<file path="config.mk">
export PLATFORM = sky130hd
export DESIGN_NAME = imm_encoder_flat
export DESIGN_NICKNAME = d
export VERILOG_FILES = /design/src/rtl/imm_encoder_if.sv /design/src/rtl/imm_encoder.sv /design/src/flat_wrapper.sv
export SDC_FILE = /design/constraint.sdc
export NUM_CORES = 1
export LEC_CHECK = 0
export BUFFER_PORTS_ARGS = -buffer_cell sky130_fd_sc_hd__buf_2
export CAP_MARGIN = 20
export CORE_MARGIN = 4
export CORE_UTILIZATION = 40
export DETAILED_ROUTE_END_ITERATION = 6
export GPL_TIMING_DRIVEN = 0
export MAX_ROUTING_LAYER = met4
export PLACE_DENSITY = 0.7
export SLEW_MARGIN = 20
export SYNTH_ARGS = -nofsm -noshare
export SYNTH_HDL_FRONTEND = slang
export SYNTH_SLANG_ARGS = --single-unit
</file>
<file path="constraint.sdc">
create_clock -name clk -period 6.5 [get_ports clk]
set_clock_uncertainty 0.1 [all_clocks]
set_input_delay 0.65 -clock clk [delete_from_list [all_inputs] [get_ports clk]]
set_output_delay 0.65 -clock clk [all_outputs]
set_load 0.02 [all_outputs]
</file>
<file path="src/rtl/imm_encoder_if.sv">
// imm_encoder_if: request/response bundle for the RV32I instruction encoder.
//   in_*  : request side (valid/ready plus decoded instruction fields)
//   out_* : response side (valid/ready plus encoded word and error status)
// master modport is the requester/consumer, slave modport is the encoder.
interface imm_encoder_if;
    logic        in_valid;
    logic        in_ready;
    logic [2:0]  in_fmt;
    logic [6:0]  in_opcode;
    logic [4:0]  in_rd;
    logic [4:0]  in_rs1;
    logic [4:0]  in_rs2;
    logic [2:0]  in_funct3;
    logic [6:0]  in_funct7;
    logic [31:0] in_imm;
    logic        out_valid;
    logic        out_ready;
    logic [31:0] out_inst;
    logic        out_err;
    logic [2:0]  out_err_code;

    modport master (
        output in_valid, in_fmt, in_opcode, in_rd, in_rs1, in_rs2,
               in_funct3, in_funct7, in_imm, out_ready,
        input  in_ready, out_valid, out_inst, out_err, out_err_code
    );

    modport slave (
        input  in_valid, in_fmt, in_opcode, in_rd, in_rs1, in_rs2,
               in_funct3, in_funct7, in_imm, out_ready,
        output in_ready, out_valid, out_inst, out_err, out_err_code
    );
endinterface

</file>
<file path="src/rtl/imm_encoder.sv">
// imm_encoder: two-stage pipelined RV32I instruction encoder (inverse of the
// immediate generator). Stage 1 captures the request and range-checks the
// immediate; stage 2 packs the fields into the output registers, replacing
// any failing request with NOP_INST.
// Ports:
//   clk       - rising-edge clock
//   rst_n     - asynchronous active-low reset
//   bus       - imm_encoder_if.slave (request and response handshakes)
//   enc_count - completed output handshakes (wraps)
//   err_count - completed output handshakes carrying out_err=1 (wraps)
module imm_encoder #(
    parameter int          CNT_W    = 16,
    parameter logic [31:0] NOP_INST = 32'h0000_0013
) (
    input  logic             clk,
    input  logic             rst_n,
    imm_encoder_if.slave     bus,
    output logic [CNT_W-1:0] enc_count,
    output logic [CNT_W-1:0] err_count
);
    localparam logic [2:0] FMT_I  = 3'b000;
    localparam logic [2:0] FMT_B  = 3'b001;
    localparam logic [2:0] FMT_J  = 3'b010;
    localparam logic [2:0] FMT_S  = 3'b011;
    localparam logic [2:0] FMT_U  = 3'b100;
    localparam logic [2:0] FMT_SH = 3'b101;

    localparam logic [2:0] ERR_NONE  = 3'b000;
    localparam logic [2:0] ERR_RANGE = 3'b001;
    localparam logic [2:0] ERR_ALIGN = 3'b010;
    localparam logic [2:0] ERR_ULOW  = 3'b011;
    localparam logic [2:0] ERR_FMT   = 3'b100;

    // True when every bit of the slice is identical, i.e. the value fits
    // when sign-extended from the slice's lowest bit.
    function automatic logic sext_ok(input logic [31:0] v, input int lsb);
        logic ones;
        logic zeros;
        ones  = 1'b1;
        zeros = 1'b1;
        for (int i = 0; i < 32; i++) begin
            if (i >= lsb) begin
                ones  = ones & v[i];
                zeros = zeros & ~v[i];
            end
        end
        return ones | zeros;
    endfunction

    function automatic logic [2:0] check_imm(input logic [2:0] fmt, input logic [31:0] imm);
        logic [2:0] code;
        code = ERR_NONE;
        case (fmt)
            FMT_I, FMT_S: if (!sext_ok(imm, 11)) code = ERR_RANGE;
            FMT_B: begin
                if (!sext_ok(imm, 12))  code = ERR_RANGE;
                else if (imm[0])        code = ERR_ALIGN;
            end
            FMT_J: begin
                if (!sext_ok(imm, 20))  code = ERR_RANGE;
                else if (imm[0])        code = ERR_ALIGN;
            end
            FMT_U:  if (imm[11:0] != 12'd0) code = ERR_ULOW;
            FMT_SH: if (imm[31:5] != 27'd0) code = ERR_RANGE;
            default: code = ERR_FMT;
        endcase
        return code;
    endfunction

    function automatic logic [31:0] pack_inst(
        input logic [2:0]  fmt,
        input logic [6:0]  opcode,
        input logic [4:0]  rd,
        input logic [4:0]  rs1,
        input logic [4:0]  rs2,
        input logic [2:0]  funct3,
        input logic [6:0]  funct7,
        input logic [31:0] imm
    );
        logic [31:0] inst;
        case (fmt)
            FMT_I:  inst = {imm[11:0], rs1, funct3, rd, opcode};
            FMT_S:  inst = {imm[11:5], rs2, rs1, funct3, imm[4:0], opcode};
            FMT_B:  inst = {imm[12], imm[10:5], rs2, rs1, funct3, imm[4:1], imm[11], opcode};
            FMT_J:  inst = {imm[20], imm[10:1], imm[11], imm[19:12], rd, opcode};
            FMT_U:  inst = {imm[31:12], rd, opcode};
            FMT_SH: inst = {funct7, imm[4:0], rs1, funct3, rd, opcode};
            default: inst = 32'd0;
        endcase
        return inst;
    endfunction

    logic        vld_p1;
    logic        vld_p2;
    logic [2:0]  fmt_p1;
    logic [6:0]  opcode_p1;
    logic [4:0]  rd_p1;
    logic [4:0]  rs1_p1;
    logic [4:0]  rs2_p1;
    logic [2:0]  funct3_p1;
    logic [6:0]  funct7_p1;
    logic [31:0] imm_p1;
    logic [2:0]  code_p1;
    logic        advance;
    logic        accept;
    logic        fire;

    // Stage 2 can take new data when it is empty or being drained this cycle;
    // stage 1 can take a request when it is empty or moving into stage 2.
    assign advance      = !vld_p2 || bus.out_ready;
    assign bus.in_ready = !vld_p1 || advance;
    assign accept       = bus.in_valid && bus.in_ready;
    assign fire         = vld_p2 && bus.out_ready;
    assign bus.out_valid = vld_p2;

    // ---- stage 1: capture request, range check ----
    always_ff @(posedge clk or negedge rst_n) begin
        if (!rst_n) begin
            vld_p1 <= 1'b0;
        end else if (bus.in_ready) begin
            vld_p1 <= bus.in_valid;
        end
    end

    always_ff @(posedge clk) begin
        if (accept) begin
            fmt_p1    <= bus.in_fmt;
            opcode_p1 <= bus.in_opcode;
            rd_p1     <= bus.in_rd;
            rs1_p1    <= bus.in_rs1;
            rs2_p1    <= bus.in_rs2;
            funct3_p1 <= bus.in_funct3;
            funct7_p1 <= bus.in_funct7;
            imm_p1    <= bus.in_imm;
            code_p1   <= check_imm(bus.in_fmt, bus.in_imm);
        end
    end

    // ---- stage 2: pack into output registers ----
    always_ff @(posedge clk or negedge rst_n) begin
        if (!rst_n) begin
            vld_p2           <= 1'b0;
            bus.out_inst     <= 32'd0;
            bus.out_err      <= 1'b0;
            bus.out_err_code <= ERR_NONE;
        end else if (advance) begin
            vld_p2 <= vld_p1;
            if (vld_p1) begin
                bus.out_err_code <= code_p1;
                bus.out_err      <= (code_p1 != ERR_NONE);
                bus.out_inst     <= (code_p1 != ERR_NONE) ? NOP_INST :
                                    pack_inst(fmt_p1, opcode_p1, rd_p1, rs1_p1, rs2_p1,
                                              funct3_p1, funct7_p1, imm_p1);
            end
        end
    end

    // ---- handshake counters ----
    always_ff @(posedge clk or negedge rst_n) begin
        if (!rst_n) begin
            enc_count <= '0;
            err_count <= '0;
        end else if (fire) begin
            enc_count <= enc_count + CNT_W'(1);
            if (bus.out_err) err_count <= err_count + CNT_W'(1);
        end
    end
endmodule

</file>
<file path="src/flat_wrapper.sv">
// flat-port wrapper written by rule: the top's interface ports become plain ports
module imm_encoder_flat 
#(
    parameter int          CNT_W    = 16,
    parameter logic [31:0] NOP_INST = 32'h0000_0013
)
  (clk, rst_n, enc_count, err_count, bus_in_valid, bus_in_fmt, bus_in_opcode, bus_in_rd, bus_in_rs1, bus_in_rs2, bus_in_funct3, bus_in_funct7, bus_in_imm, bus_out_ready, bus_in_ready, bus_out_valid, bus_out_inst, bus_out_err, bus_out_err_code);
  imm_encoder_if bus_i ();
  input  logic clk;
  input  logic rst_n;
  output logic [CNT_W-1:0] enc_count;
  output logic [CNT_W-1:0] err_count;
  input wire logic [$bits(bus_i.in_valid)-1:0] bus_in_valid;
  input wire logic [$bits(bus_i.in_fmt)-1:0] bus_in_fmt;
  input wire logic [$bits(bus_i.in_opcode)-1:0] bus_in_opcode;
  input wire logic [$bits(bus_i.in_rd)-1:0] bus_in_rd;
  input wire logic [$bits(bus_i.in_rs1)-1:0] bus_in_rs1;
  input wire logic [$bits(bus_i.in_rs2)-1:0] bus_in_rs2;
  input wire logic [$bits(bus_i.in_funct3)-1:0] bus_in_funct3;
  input wire logic [$bits(bus_i.in_funct7)-1:0] bus_in_funct7;
  input wire logic [$bits(bus_i.in_imm)-1:0] bus_in_imm;
  input wire logic [$bits(bus_i.out_ready)-1:0] bus_out_ready;
  output wire logic [$bits(bus_i.in_ready)-1:0] bus_in_ready;
  output wire logic [$bits(bus_i.out_valid)-1:0] bus_out_valid;
  output wire logic [$bits(bus_i.out_inst)-1:0] bus_out_inst;
  output wire logic [$bits(bus_i.out_err)-1:0] bus_out_err;
  output wire logic [$bits(bus_i.out_err_code)-1:0] bus_out_err_code;
  assign bus_i.in_valid = bus_in_valid;
  assign bus_i.in_fmt = bus_in_fmt;
  assign bus_i.in_opcode = bus_in_opcode;
  assign bus_i.in_rd = bus_in_rd;
  assign bus_i.in_rs1 = bus_in_rs1;
  assign bus_i.in_rs2 = bus_in_rs2;
  assign bus_i.in_funct3 = bus_in_funct3;
  assign bus_i.in_funct7 = bus_in_funct7;
  assign bus_i.in_imm = bus_in_imm;
  assign bus_i.out_ready = bus_out_ready;
  assign bus_in_ready = bus_i.in_ready;
  assign bus_out_valid = bus_i.out_valid;
  assign bus_out_inst = bus_i.out_inst;
  assign bus_out_err = bus_i.out_err;
  assign bus_out_err_code = bus_i.out_err_code;
  imm_encoder #(.CNT_W(CNT_W), .NOP_INST(NOP_INST)) u_core (.clk(clk), .rst_n(rst_n), .bus(bus_i), .enc_count(enc_count), .err_count(err_count));
endmodule
</file>
After elaboration in Yosys (flattened, before gate mapping)
Index checks and enable logic that the tools add are counted.

Add/subtract/negate cells: 2. Equality and inequality tests: 10. Multiplexer cells: 221. Bitwise gates (word level): 124. Reduce and logical (&&, ||, !) cells: 14.

Operator list (count): 2-to-1 mux 1 bit (214); case mux 32 bit (6 select lines) (1); bitwise AND 1 bit (100); adder 16 x 1 -> 16 bit (second input constant) (2); 2-to-1 mux 32 bit (1); nonzero test 27 bit (1); NOT 1 bit (21); case mux 3 bit (5 select lines) (1); == test 3 x 2 -> 1 bit (second input constant) (4); == test 3 bit (second input constant) (4); nonzero test 12 bit (1); == test 3 x 1 -> 1 bit (second input constant) (2); logical NOT 3 bit (2); 2-to-1 mux 2 bit (3); AND reduction 2 bit (2); 2-to-1 mux 3 bit (1); OR 1 bit (3); nonzero test 3 bit (1); logical AND 1 bit (2); logical NOT 1 bit (2); logical OR 1 bit (2); OR reduction 2 bit (1).

Flip-flop bits (word level): 140. Input port bits: 71. Output and inout port bits: 70. Word-level logic and storage cells: 387.

Longest topological paths before layout
Gate-level depths: netlist (run 1).

Word-level depth: 68. Depth in mapped cells: 7. Depth with buffers taken out: 5.

Worst setup path before layout (run 1)
Ideal clock, no wire load.

Kind: in2reg. Start point: input port bus_out_ready. End point: register u_core.code_p1[0] (enable). Library setup time: 435 ps. Arrival: 2593 ps. Required time: 5965 ps. Setup slack: 3371 ps. Stages: 2. Path buffers: 0. Cell sequence: nand3b_1 and2_1.

Word-level cells in the longest chain between the ends: 3.

Ends and longest elaborated chain: start: declaration (line flat_wrapper.sv:22) `input wire logic [$bits(bus_i.out_ready)-1:0] bus_out_ready;`; logical OR 1 bit (line imm_encoder.sv:110) `assign advance = !vld_p2 || bus.out_ready;`; logical OR 1 bit (line imm_encoder.sv:111) `assign bus.in_ready = !vld_p1 || advance;`; logical AND 1 bit (line imm_encoder.sv:112) `assign accept = bus.in_valid && bus.in_ready;`; named net u_core.accept (line imm_encoder.sv:105) `logic accept;`; end signal: assignment (line imm_encoder.sv:135) `code_p1 <= check_imm(bus.in_fmt, bus.in_imm);`; end: declaration (line imm_encoder.sv:103) `logic [2:0] code_p1;`.

The timed path passes the listed nets, and every way through them passes these cells. A chain may end at the register's enable or synchronous reset.

Worst setup path in the final report (run 1)
Start point: register u_core.vld_p2, in the netlist u_core.bus.out_valid. End point: register u_core.bus.out_inst[24].

Word-level cells in the longest chain between the ends: 3.

Ends and longest elaborated chain: start: declaration (line imm_encoder.sv:94) `logic vld_p2;`; start signal: assignment (line imm_encoder.sv:147) `vld_p2 <= vld_p1;`; logical NOT 1 bit (line imm_encoder.sv:110); logical OR 1 bit (line imm_encoder.sv:110); AND reduction 2 bit (no line); end signal: assignment (line imm_encoder.sv:151) `bus.out_inst <= (code_p1 != ERR_NONE) ? NOP_INST :`; end: declaration (line imm_encoder_if.sv:31) `output in_ready, out_valid, out_inst, out_err, out_err_code`.

No other way between the ends.

==> results of run 1 <==
-- cells in the mapped netlist (10+ instances only) --
cell | count | area [um^2]
a22o_1 | 28 | 245
a21oi_1 | 17 | 85.1
nor2_1 | 27 | 101
edfxtp_1 | 70 | 2100
o21ai_0 | 17 | 85.1
clkbuf_1 | 11 | 41.3
xnor2_1 | 24 | 210
dfrtp_1 | 70 | 1750
mux2_2 | 10 | 113
nand4_1 | 15 | 93.8
mux2i_1 | 17 | 170
o22ai_1 | 12 | 75.1
nand2_1 | 20 | 75.1
inv_1 | 13 | 48.8
-- worst min path at each step --
stage	depth (start not counted)	end	start
final	1	u_core.err_count[8]$_DFFE_PN0P_	rst_n
after global routing	1	u_core.err_count[8]$_DFFE_PN0P_	rst_n
after CTS	1	u_core.err_count[8]$_DFFE_PN0P_	rst_n
after detailed placement	1	u_core.bus.out_inst[5]$_DFFE_PN0P_	u_core.opcode_p1[5]$_DFFE_PP_
after global placement	1	u_core.bus.out_inst[2]$_DFFE_PN0P_	u_core.opcode_p1[2]$_DFFE_PP_
after floorplan	0	u_core.bus.out_err$_DFFE_PN0P_	rst_n
-- layout make-up --
cell class,instances,area share (%)
plain buffers,17,1.18
inverters,13,0.668
clock buffers,19,5.93
repair buffers,142,10.4
well taps,180,3.08
clock inverters,13,2.71
diodes,1,0.0343
flip-flops and latches,140,52.8
multi-input cells,249,23.2
-- cells by family after synthesis --
| kind of cell | synth area share, % |
|---|---|
| xor gates and xnor gates | 4.62 |
| buffers and inverters | 2.38 |
| adders and majority gates | 0.440 |
| and+or+nand+nor | 9.34 |
| muxes | 4.98 |
| DFF | 67.8 |
| AOI/OAI and AO/OA | 10.4 |
-- metrics by stage --
step / std cells / worst slack [ns] / area (um^2)
after global placement: 739 / 2.69 / 6610
final: 774 / 4.45 / 7300
after detailed placement: 741 / 4.11 / 6670
after global routing: 774 / 4.34 / 7300
after CTS: 773 / 4.44 / 7300
after floorplan: 419 / 3.37 / 5680
-- flip-flops by register name, summed over array words and instances (netlist names), 3 cells and up --
register,cells
u_core.funct3_p1,3
u_core.rd_p1,5
u_core.bus.out_inst,32
u_core.rs2_p1,5
u_core.fmt_p1,3
u_core.funct7_p1,7
u_core.opcode_p1,7
u_core.code_p1,3
u_core.rs1_p1,5
u_core.enc_count,16
u_core.bus.out_err_code,3
u_core.err_count,16
u_core.imm_p1,32
-- power groups by stage --
stage | Clock [mW] | Sequential (mW) | Combinational, mW
6_report | 1.02 | 1.09 | 0.329
5_1_grt | 1.08 | 1.10 | 0.362
4_1_cts | 1.04 | 1.09 | 0.334
3_5_place_dp | 0 | 1.11 | 0.333
3_3_place_gp | 0 | 1.10 | 0.317
2_1_floorplan | 0 | 1.16 | 0.133
-- layer usage --
| layer | share of wire, % | up-vias | GRT usage (%) |
|---|---|---|---|
| met5 | 0 | - | - |
| met4 | 1.0 | 0 | 6.06 |
| met3 | 5.6 | 11 | 5.06 |
| met2 | 49 | 146 | 27.9 |
| met1 | 44 | 1961 | 22.0 |
| li1 | - | 1897 | - |
==> flow_summary.ini, run 1 <==
[drt]
routed_via_density = 5.19
avgRoutedWirePerCell_um = 17.4
drt-pass1-iter-count = 4
vias = 4015
remaining_drc_errors = 0
routed_wl_um = 13500
ant_nets = 0
drt_iter0_markers = 240

[timing]
min_period_ns = 2.05
grt_setup_unrepaired = no
fmax_mhz = 489
slew_viol_final = 0
fin_crit_sh_pct = 31.5
finalSetupTns_ns = 0
finalSetupViolCount = 0
tightest_slew_ns = 0.541
hold_viol = 0
max-slew-margin-rel_pct = 63.9
whs_ns = 0.0320

[placed_design]
gp_congestion = 0.848
portBuffers = 140
place_hpwl_um = 10200

[synth]
synthArstFlopShare_pct = 50.0
syn_inst = 419
syn_nets = 492
post_synth_num_cell_types = 43
synth_warnings = 0
ys_ff_latch = 140
ys_seq_area_share_pct = 67.8
syn_avg_cell_area_um2 = 13.6
synth_edf_count = 70
ys.flop_type = edfxtp_1
syn-cell-area_um2 = 5680

[power_and_ir_drop]
powerDensity_nw_per_um2 = 335
p_int_mw = 1.83
vdd_drop_max_uv = 165
pwr-share-comb_pct = 13.5
clockPowerShare_pct = 41.9
leakagePower_nw = 3.27
power_frac_seq_pct = 44.6
total_power_mw = 2.44
netSwitchingPower_uw = 616
switching_share_pct = 25.2

[global_route]
grt-ovfl-total = 0
grt_max_degree = 50
antenna_found_initial = 1
first_global_vias = 4097
grtUsageTotal_pct = 17.6
grt_pass1_wl_um = 21300

[cells_and_area]
seq_area_um2 = 3850
final.fill_count = 1201
utilization_pct = 52.6
layout_common_cells = buf_2, dfrtp_1, edfxtp_1, a22o_1, nor2_1
layout-drive-gt1-share_pct = 32.2
mostFrequentLayoutCell = buf_2
nNetsFinal = 653
area_delta_synth_final_pct = 28.5
multi_input_area_um2 = 1700

[worst_setup_path]
worstSetupPathType = reg2reg
crit_path_max_fanout = 10
path_depth = 7
crit_chain = or2b_2 -> nand2_4 -> or4_4 -> a21oi_2 -> buf_6 -> buf_8 -> a22o_1
timing.rr.end = u_core.bus.out_inst[24]$_DFFE_PN0P_
cp_slowest_stage_delay_ns = 0.48
rr_startpoint = u_core.bus.out_valid$_DFFE_PN0P_
worstSetupEndpointType = register
crit_start = u_core.bus.out_valid$_DFFE_PN0P_
slowest_stage = or4_4
worst-path-buf-inv = 2
cp_top_family = simple AND/OR/NAND/NOR gates
crit_end = u_core.bus.out_inst[24]$_DFFE_PN0P_
start_kind = register
r2r_slack_ns = 4.45
reg2reg_depth = 7
cp.arrival_ns = 2.30
worst_ep_required_time_ns = 6.75

[die]
core-area_um2 = 13900
die-area_um2 = 16200
initial_core_util_pct = 40.9
ios = 141
fp.dieH_um = 127
die_w_um = 127
rows = 43

[clock_network]
cts_root_buffer = clkbuf_16
cts_buffer_depth = 2
clk_pin_slew_worst_paths_ns = 0.06
clk-insertion-delay-late_ns = 0.41
cts_setup_buffers = 0
cts.htree.levels = 4
cts_resized = 0
cts_num_sinks = 140
cts_tree = done
numCtsBuffers = 17
holdBufCountCts = 0

[run_status]
status = complete, no violations

[hold_path]
hp-class = in2async

[run]
maxCapViolCount = 0
(Power assumes the default switching activity.)
==> run 2, diff against run 1 <==
PLACE_DENSITY = 0.72   (was 0.7)
clock period = 1.8 ns   (was 6.5 ns; I/O delays follow)
==> flow_summary.ini, run 2 (synthesized netlist as in run 1, its figures left out) <==
[power_and_ir_drop]
clockPowerShare_pct = 35.6
power_frac_seq_pct = 47.9
vdd_drop_max_uv = 640
powerDensity_nw_per_um2 = 1030
pwr-share-comb_pct = 16.5
p_int_mw = 6.01
netSwitchingPower_mw = 2.23
leakagePower_nw = 3.59
switching_share_pct = 27.1

[drt]
remaining_drc_errors = 0
ant_nets = 0
routed_wl_um = 14700
drt-pass1-iter-count = 4
avgRoutedWirePerCell_um = 17.3
drt_iter0_markers = 262
vias = 4389
routed_via_density = 5.15

[placed_design]
gp_congestion = 0.832
portBuffers = 140
place_hpwl_um = 9970
place_area_um2 = 6640
dpl.cell_count = 740

[clock_network]
cts_tree = done
clk_pin_slew_worst_paths_ns = 0.05
cts.htree.levels = 4
numCtsBuffers = 17
clk-insertion-delay-late_ns = 0.42
cts_num_sinks = 140
cts_root_buffer = clkbuf_16
cts_buffer_depth = 2

[die]
die_w_um = 127
ios = 141
initial_core_util_pct = 40.9
die-area_um2 = 16200
fp.dieH_um = 127
rows = 43
core-area_um2 = 13900

[timing]
fin_crit_sh_pct = 102
slew_viol_final = 0
setup_slack_ns = -0.0382
finalSetupViolCount = 17
tightest_slew_ns = 0.477
fmax_mhz = 544
max-slew-margin-rel_pct = 68.2
whs_ns = 0.0435
finalSetupTns_ns = -0.318
grt_setup_unrepaired = yes
min_period_ns = 1.84
hold_viol = 0

[cells_and_area]
layout-drive-gt1-share_pct = 32.3
nNetsFinal = 732
utilization_pct = 57.9
stdcell_area_um2 = 8030
area_delta_synth_final_pct = 41.4
stdcell_count = 852
layout_common_cells = buf_2, edfxtp_1, dlygate4sd3_1, dfrtp_1, a22o_1
antenna_cells = 0
top_regs = u_core.bus.out_inst (32), u_core.imm_p1 (32)
mostFrequentLayoutCell = buf_2

[worst_setup_path]
start_kind = register
worstSetupEndpointType = register
worst_ep_required_time_ns = 2.05
worstSetupPathType = reg2reg
slowest_stage = or4_4
crit_path_max_fanout = 6
crit_chain = or2b_4 -> nand2_4 -> or4_4 -> a21oi_4 -> buf_6 -> clkbuf_16 -> a22o_1
cp_slowest_stage_delay_ns = 0.44
cp.arrival_ns = 2.09

[global_route]
antenna_found_initial = 0
grt_max_degree = 53
first_global_vias = 4524
grt_pass1_wl_um = 22800
grtUsageTotal_pct = 18.8
grt-ovfl-total = 0

[run]
maxCapViolCount = 0

[hold_path]
hp-class = in2reg

[run_status]
violations = setup timing
status = complete, but fails checks
==> run 2: cell count changes in the layout (fill, tap and decap cells not counted), sizes merged <==
cell | previous run | this run
dlygate4sd3 | 0 | 69
clkinv | 6 | 10
clkinvlp | 2 | 1
clkbuf | 30 | 31
buf | 148 | 156
diode | 1 | 0
and2 | 2 | 5
bufinv | 5 | 0
==> run 2: power by group through the flow <==
stage,Clock [mW],Combinational (mW),Sequential (mW)
finish,2.94,1.36,3.94
global placement,0,1.15,3.98
CTS,3.01,1.35,3.94
floorplan,0,0.481,4.18
global route,3.18,1.48,3.99
detailed placement,0,1.19,4.00
==> run 2: area by class of cell <==
| type | count | area [um^2] |
|---|---|---|
| sequential | 140 | 3860 |
| timing repair buffer | 220 | 1550 |
| buffer | 15 | 92.6 |
| multi-input combinational | 252 | 1770 |
| inverter | 13 | 48.8 |
| tap | 180 | 225 |
| fill | 1148 | 5850 |
| clock inverter | 11 | 53.8 |
| clock buffer | 21 | 440 |
==> run 2: final timing paths <==
check                                                 start                             endpoint  slack [ns]  cells past startpoint
max                        u_core.bus.out_valid$_DFFE_PN0P_  u_core.bus.out_inst[27]$_DFFE_PN0P_       -0.04                      7
min                                           bus_out_ready      u_core.enc_count[0]$_DFFE_PN0P_        0.04                      3
max reg2reg                u_core.bus.out_valid$_DFFE_PN0P_  u_core.bus.out_inst[27]$_DFFE_PN0P_       -0.04                      7
min reg2reg                   u_core.opcode_p1[2]$_DFFE_PP_   u_core.bus.out_inst[2]$_DFFE_PN0P_        0.36                      1
max in group asynchronous                             rst_n            u_core.vld_p1$_DFFE_PN0N_        0.96                      3
min in group asynchronous                             rst_n      u_core.err_count[5]$_DFFE_PN0P_        0.10                      2
==> run 2: per-stage QoR <==
step | total power [mW] | worst slack (ns)
2_1_floorplan | 4.66 | -0.0833
3_3_place_gp | 5.12 | -0.188
3_5_place_dp | 5.19 | -0.220
4_1_cts | 8.30 | -0.127
5_1_grt | 8.65 | -0.0974
6_report | 8.24 | -0.0382
==> run 2: repair_timing <==
item / CTS / global route
hold buffers: 69 / 0
pin swaps: 2 / 11
hold endpoints to repair: 138 / 0
gates resized for setup: 13 / 20
setup endpoints to repair: 106 / 108
buffers inserted: 10 / 0
cloned: 2 / 3
==> run 2: layer usage <==
layer	vias up	wire [um]	GRT usage, %
li1	2060	-	-
met1	2147	6160	22.4
met2	161	7360	31.2
met3	21	949	4.85
met4	0	236	6.50
met5	-	0	-
==> run 2: critical path: cells and delay by family, from the launching register on <==
family                 cells  cell delay (ns)
AO/OA/AOI/OAI              2             0.27
buffers and inverters      2             0.30
flip-flops                 1             0.40
AND/OR/NAND/NOR            3             0.69
